--- src/rtl/regram_fifo_ctrl.sv ---
// FIFO controller around a zero-latency-read register RAM: it owns the pointers, occupancy
// and valid/ready handshakes, and it drives the RAM write port and read address.
module regram_fifo_ctrl #(
  parameter int DATA_WIDTH     = 32,
  parameter int DATA_DEPTH     = 16,
  parameter int ALMOST_FULL_TH = 12
) (
  input  logic                          clk,
  input  logic                          rst,
  input  logic                          flush_i,
  input  logic                          in_valid_i,
  output logic                          in_ready_o,
  input  logic [DATA_WIDTH-1:0]         in_data_i,
  output logic                          out_valid_o,
  input  logic                          out_ready_i,
  output logic [DATA_WIDTH-1:0]         out_data_o,
  output logic [$clog2(DATA_DEPTH):0]   count_o,
  output logic                          almost_full_o,
  output logic [$clog2(DATA_DEPTH)-1:0] ram_waddr_o,
  output logic                          ram_we_o,
  output logic [DATA_WIDTH-1:0]         ram_wdata_o,
  output logic [$clog2(DATA_DEPTH)-1:0] ram_raddr_o,
  input  logic [DATA_WIDTH-1:0]         ram_rdata_i
);

  localparam int AW = $clog2(DATA_DEPTH);
  localparam int PW = AW + 1;

  logic [PW-1:0] wptr, rptr, count_reg;
  logic          empty, full, push, pop;

  assign empty = (wptr == rptr);
  assign full  = (wptr[AW-1:0] == rptr[AW-1:0]) && (wptr[AW] != rptr[AW]);

  // Handshake: a word transfers on a cycle where valid and ready are both high and flush_i
  // is low. Ready never depends on the same-cycle valid, and a pop never frees a slot
  // for a push in the same cycle.
  assign in_ready_o  = !full;
  assign out_valid_o = !empty;
  assign push        = in_valid_i && in_ready_o && !flush_i && !rst;
  assign pop         = out_valid_o && out_ready_i && !flush_i;

  assign ram_we_o    = push;
  assign ram_waddr_o = wptr[AW-1:0];
  assign ram_wdata_o = in_data_i;
  assign ram_raddr_o = rptr[AW-1:0];
  assign out_data_o  = ram_rdata_i;

  assign count_o       = count_reg;
  assign almost_full_o = (count_reg >= PW'(ALMOST_FULL_TH));

  always_ff @(posedge clk or posedge rst) begin
    if (rst) begin
      wptr      <= '0;
      rptr      <= '0;
      count_reg <= '0;
    end else if (flush_i) begin
      wptr      <= '0;
      rptr      <= '0;
      count_reg <= '0;
    end else begin
      if (push) wptr <= wptr + PW'(1);
      if (pop)  rptr <= rptr + PW'(1);
      case ({push, pop})
        2'b10:   count_reg <= count_reg + PW'(1);
        2'b01:   count_reg <= count_reg - PW'(1);
        default: count_reg <= count_reg;
      endcase
    end
  end

`ifndef SYNTHESIS
  a_count_ptr: assert property (@(posedge clk) disable iff (rst)
    count_reg == PW'(wptr - rptr));
  a_count_max: assert property (@(posedge clk) disable iff (rst)
    count_reg <= PW'(DATA_DEPTH));
  a_head_stable: assert property (@(posedge clk) disable iff (rst)
    (out_valid_o && !out_ready_i && !flush_i) |=> $stable(out_data_o));
`endif

endmodule

--- config.mk ---
export PLATFORM = sky130hd
export DESIGN_NAME = regram_fifo_ctrl
export DESIGN_NICKNAME = d
export VERILOG_FILES = /design/src/rtl/regram_fifo_ctrl.sv
export SDC_FILE = /design/constraint.sdc
export NUM_CORES = 1
export LEC_CHECK = 0
export ABC_CLOCK_PERIOD_IN_PS = 2900
export CORE_MARGIN = 3
export CORE_UTILIZATION = 28
export CTS_CLUSTER_DIAMETER = 120
export DETAILED_ROUTE_END_ITERATION = 16
export HOLD_SLACK_MARGIN = 0.15
export PLACE_DENSITY_LB_ADDON = 0.25
export RECOVER_POWER = 50
export SETUP_SLACK_MARGIN = 0.1
export SLEW_MARGIN = 30
export SYNTH_ARGS = -nofsm -noshare
export SYNTH_HDL_FRONTEND = slang
export SYNTH_SLANG_ARGS = --single-unit
--- constraint.sdc ---
create_clock -name clk -period 2.9 [get_ports clk]
set_clock_uncertainty 0.15 [all_clocks]
set_input_delay 0.58 -clock clk [delete_from_list [all_inputs] [get_ports clk]]
set_output_delay 0.58 -clock clk [all_outputs]
set_load 0.03 [all_outputs]
Yosys cells after proc, flatten, opt, wreduce, memory -nomap -nowiden:

Index checks and enable logic that the tools add are counted.

* add/sub/neg operators: 4
* mux-type cells: 6
* reductions and logical operators: 13
* eq/ne operators: 5
* $lt $le $gt $ge: 1

Operator list (number)
* $mux 5: 5
* $add 5x1->5 const B: 3
* $pmux 5 s2: 1
* $logic_and 1x1->1: 6
* $eq 5x5->1: 1
* $ge 5x4->1 const B: 1
* $sub 5x1->5 const B: 1
* $eq 4x4->1: 1
* $logic_not 1->1: 4
* $reduce_bool 2->1: 2
* $reduce_bool 3->1: 1
* $eq 2x1->1 const B: 1
* $eq 2x2->1 const B: 1
* $ne 1x1->1: 1

* word-level logic and storage cells: 32
* register bits after elaboration: 15
* output and inout bits: 81
* input port bits: 69

Longest topological paths before layout:

* depth in word-level cells: 9
* depth in mapped cells: 11
* gate-level depth less buffers: 10

Least setup slack after synthesis:

Ideal clock, no wire load.

* path type: input-to-reg
* start point: input port flush_i
* end point: register count_reg[4] (netlist: count_o[4])
* setup time: 0.101 ns
* slack: 0.082 ns
* cell stages on the path: 11
* buffers on the path: 1
* data arrival time: 2.567 ns
* required time: 2.649 ns
* cells stage by stage: clkbuf_1 > nand2b_1 > nor2_1 > mux2i_2 > inv_1 > ha_1 > nor2b_1 > o21ai_0 > nand2_1 > xor2_1 > o311ai_2

* word-level cells in the longest chain between the ends: 6
* elaborated cells on any way between the ends: 9
* those cells by class: eq/ne: 2; mux: 2; reduce/logical: 5

RTL lines
* start: declaration: line 10 `input logic flush_i,`
* $logic_not 1->1: line 40, 41
* $logic_and 1x1->1 (2 in series): line 40 `assign push = in_valid_i && in_ready_o && !flush_i && !rst;`
* $eq 2x1->1 or $eq 2x2->1 (tied branches): line 64 `case ({push, pop})`
* $pmux 5 s2: line 64
* $mux 5: line 57 `end else if (flush_i) begin`
* end signal: assignment: line 65 `2'b10: count_reg <= count_reg + PW'(1);`
* end signal: assignment: line 66 `2'b01: count_reg <= count_reg - PW'(1);`
* end signal: assignment: line 67 `default: count_reg <= count_reg;`
* end: declaration: line 29 `logic [PW-1:0] wptr, rptr, count_reg;`

Parallel ways exist; a longest one is shown, timed or not.
A chain may end at the register's enable or synchronous reset.

Final worst setup path:

* start point: input port rst
* end point: register count_reg[4] (netlist: count_o[4])

* word-level cells in the longest chain between the ends: 5
* elaborated cells on any way between the ends: 7
* those cells by class: eq/ne: 2; mux: 2; reduce/logical: 3

RTL lines
* start: declaration: line 9 `input logic rst,`
* $logic_not 1->1 (no source line) (*)
* $logic_and 1x1->1 (*): line 40
* $eq 2x1->1 or $eq 2x2->1 (tied branches): line 64
* $pmux 5 s2: line 64
* $mux 5: line 57

Mark *: on every way between the ends. The rest lies on a longest branch, timed or not.

==> key figures <==
Status
  – Status: finished clean

Layout
  – Area delta synth->final: -6.26%
  – Final net count: 218
  – Fin util: 27.4%
  – Antenna cells: 0
  – Fraction of layout cells with a size suffix above 1: 21.1%
  – Finished Cell Area: 1520 um^2

Synth
  – Post-synth EDFFs: 0
  – Share of the synthesized area in the top cell type: 33.4%
  – Synth area leaders: buf_4 33%, dfrtp_1 23%, ha_1 3.9%
  – Distinct cell type count of the synthesized netlist: 34
  – Leading post-synthesis cells by instance count: 72 x buf_4, 15 x dfrtp_1, 10 x nor2_1
  – Synth Instances: 179
  – FFs w/ async S/R, synth: 100%
  – Synth warn: 0
  – Most area-hungry cell type in the Yosys netlist: buf_4
  – Count leader, synth: buf_4
  – #FFs+latches synth: 15
  – Mean Syn Cell Area: 9.04 um^2
  – Register area share after synthesis: 23.2%
  – Syn nets: 254
  – Synthesized area: 1620 um^2
  – Synth Flop Type: dfrtp_1

Route
  – Vias: 950
  – DR WL/cell: 12.9 um
  – Post-route ant nets: 0
  – Overall routed net length: 2.77 mm
  – Initial DRC Count: 21
  – DR pass1 iterations: 6
  – Drc violations: 0
  – Vias per cell: 4.44

Die
  – Row count: 27
  – Num ports: 150
  – Die width: 82.0 um
  – Core Area: 5540 um^2
  – DIE AREA: 6730 um^2
  – Die Span Y: 82.0 um
  – Starting Density: 29.2%

Global routing
  – Antenna violations before repair: 0
  – Global route total overflow: 0
  – First-pass GRT wire length: 4.46 mm
  – Vias in the first global route: 948
  – Largest net degree at the start of global routing: 21
  – Tot GR Track Use: 8.65%

Clock network
  – Hold Buf Count CTS: 0
  – H-tree depth: 1
  – CTS tree: yes
  – Clk slew on worst S/H paths: 60 ps
  – Clock Path Buffers: 2
  – Root Buffer: clkbuf_8
  – Clock Latency Late Sink: 250 ps
  – Cts bufs inserted: 3
  – CTS Sinks: 15

Critical path
  – WP data arrival: 2690 ps
  – CP required: 2900 ps
  – CP Class: input pin to flop
  – Crit path cell chain: clkdlybuf4s50_1 -> nor3b_2 -> nor2_1 -> mux2i_2 -> inv_1 -> ha_1 -> nor2b_2 -> o21ai_2 -> nand2_1 -> xor2_1 -> o311ai_2
  – CP peak stage delay: 430 ps
  – Critical path's slowest cell: clkdlybuf4s50_1
  – Worst setup SP type: input pin
  – Kind of end point of the critical path: flop
  – Crit-path max FO: 3

Timing
  – RSZ-0062 raised after global routing: true
  – Final hold violation count: 0
  – Final Max Tran Viols: 0
  – Max Clk Rate: 371 MHz
  – Fin crit share: 92.9%
  – Worst slew pin tran: 616 ps
  – Final setup viols: 0
  – Slew HR: 58.9%
  – Final min period: 2690 ps

Power
  – Pwr per Cell Area: 549 nW/um^2
  – Clock power frac: 21.0%
  – Net Switching: 0.000322 W
  – Combinational share of power: 45.9%
  – Switching share of power: 38.7%
  – Maximum vdd drop: 131 uV
  – Sequential Power Share: 33.1%
  – Int Pwr: 0.000510 W
  – Lkg Pwr: 0.730 nW

Placement
  – Hpwl dp: 2.12 mm
  – Buffers on Ports: 21
  – DP Area: 1450 um^2
  – RD Place Congestion: 0.756

Hold path
  – Class of the worst hold path: flop to flop

Job
  – Max_cap viols: 0
-- what timing repair did --
action / in CTS / in global routing
pin swaps: 0 / 1
gates resized for setup: 3 / 5
setup buffers: 0 / 1
endpoints found under the setup margin: 2 / 4
endpoints found under the hold margin: 0 / 0
-- per-layer routing --
metal | GRT usage (%) | share of wire (%) | vias to the layer above
li1 | - | - | 449
met1 | 10.3 | 44 | 458
met2 | 13.4 | 48 | 31
met3 | 2.30 | 6.3 | 12
met4 | 5.98 | 2.5 | 0
met5 | 0 | 0 | -
-- worst paths after layout --
kind | from | end | slack, ps | cells past startpoint
max in group asynchronous | rst | count_o[2]$_DFFE_PP0P_ | 1590 | 2
max | rst | count_o[4]$_DFFE_PP0P_ | 210 | 11
min in group asynchronous | rst | wptr[4]$_DFFE_PP0P_ | 610 | 2
max reg2reg | rptr[2]$_DFFE_PP0P_ | count_o[4]$_DFFE_PP0P_ | 270 | 10
min reg2reg | count_o[3]$_DFFE_PP0P_ | count_o[3]$_DFFE_PP0P_ | 430 | 2
min | count_o[3]$_DFFE_PP0P_ | count_o[3]$_DFFE_PP0P_ | 430 | 2
-- power groups by stage --
stage               logic, W  clock network (W)  registers (W)
floorplan           0.000360                  0       0.000318
detailed placement  0.000382                  0       0.000279
finish              0.000382           0.000175       0.000276
global route        0.000410           0.000192       0.000281
global placement    0.000380                  0       0.000281
CTS                 0.000380           0.000181       0.000275
-- layout by cell type (no fill, tap or decap), drive strengths merged, types with 2 or more instances in the layout --
cell type      Yosys  layout
a21o               4       4
a21oi              2       2
and3               3       3
buf               73      14
clkbuf             2       3
clkdlybuf4s50      0      16
dfrtp             15      15
dlygate4sd2        0       2
dlymetal6s2s       0       2
ha                 5       5
inv                6       6
mux2i              7       7
nand2              3       3
nand2b             3       3
nor2              10      10
nor2b              2       2
nor3b              4       4
o211ai             3       3
o21ai              9       9
o31ai              2       2
o41ai              2       2
or2                3       3
or3                2       2
xnor2              5       5
xor2               7       7
-- registers in the layout, summed over array words and instances (netlist names) --
name and cells:
rptr 5, wptr 5, count_o 5
-- stage by stage --
step	cells	setup TNS, ps	hold WS, ps	power (W)	worst slack [ps]
after floorplan	179	0	331	0.000678	130
after global placement	209	-129	418	0.000661	-128
after detailed placement	209	-259	421	0.000660	-245
after CTS	213	0	436	0.000836	116
after global routing	214	0	463	0.000883	77.4
final	214	0	432	0.000832	206
-- worst max-delay path: cells and delay by family --
family / cells / cell delay (ps)
adder cells (fa/ha/maj): 1 / 280
multiplexers: 1 / 160
AND/OR/NAND/NOR: 4 / 570
XOR/XNOR: 1 / 160
buffers and inverters: 2 / 510
AO/OA/AOI/OAI: 2 / 420
-- final cells by class --
type,count,area [um^2]
Multi-Input combinational cell,83,674
Inverter,6,22.5
Timing Repair Buffer,34,308
Sequential cell,15,375
Fill cell,584,4020
Tap cell,72,90.1
Clock buffer,3,41.3
Clock inverter,1,5.00
-- cells by family after synthesis --
logic type / count (synthesis) / share of synthesized area [%]
AND/OR/NAND/NOR: 34 / 12.9
multiplexers: 8 / 5.49
adder cells (fa/ha/maj): 6 / 5.10
flip-flops: 15 / 23.2
XOR/XNOR: 12 / 6.50
AO/OA/AOI/OAI: 23 / 10.8
buffers and inverters: 81 / 36.0
Note: power is estimated with default switching activity, not from simulation.
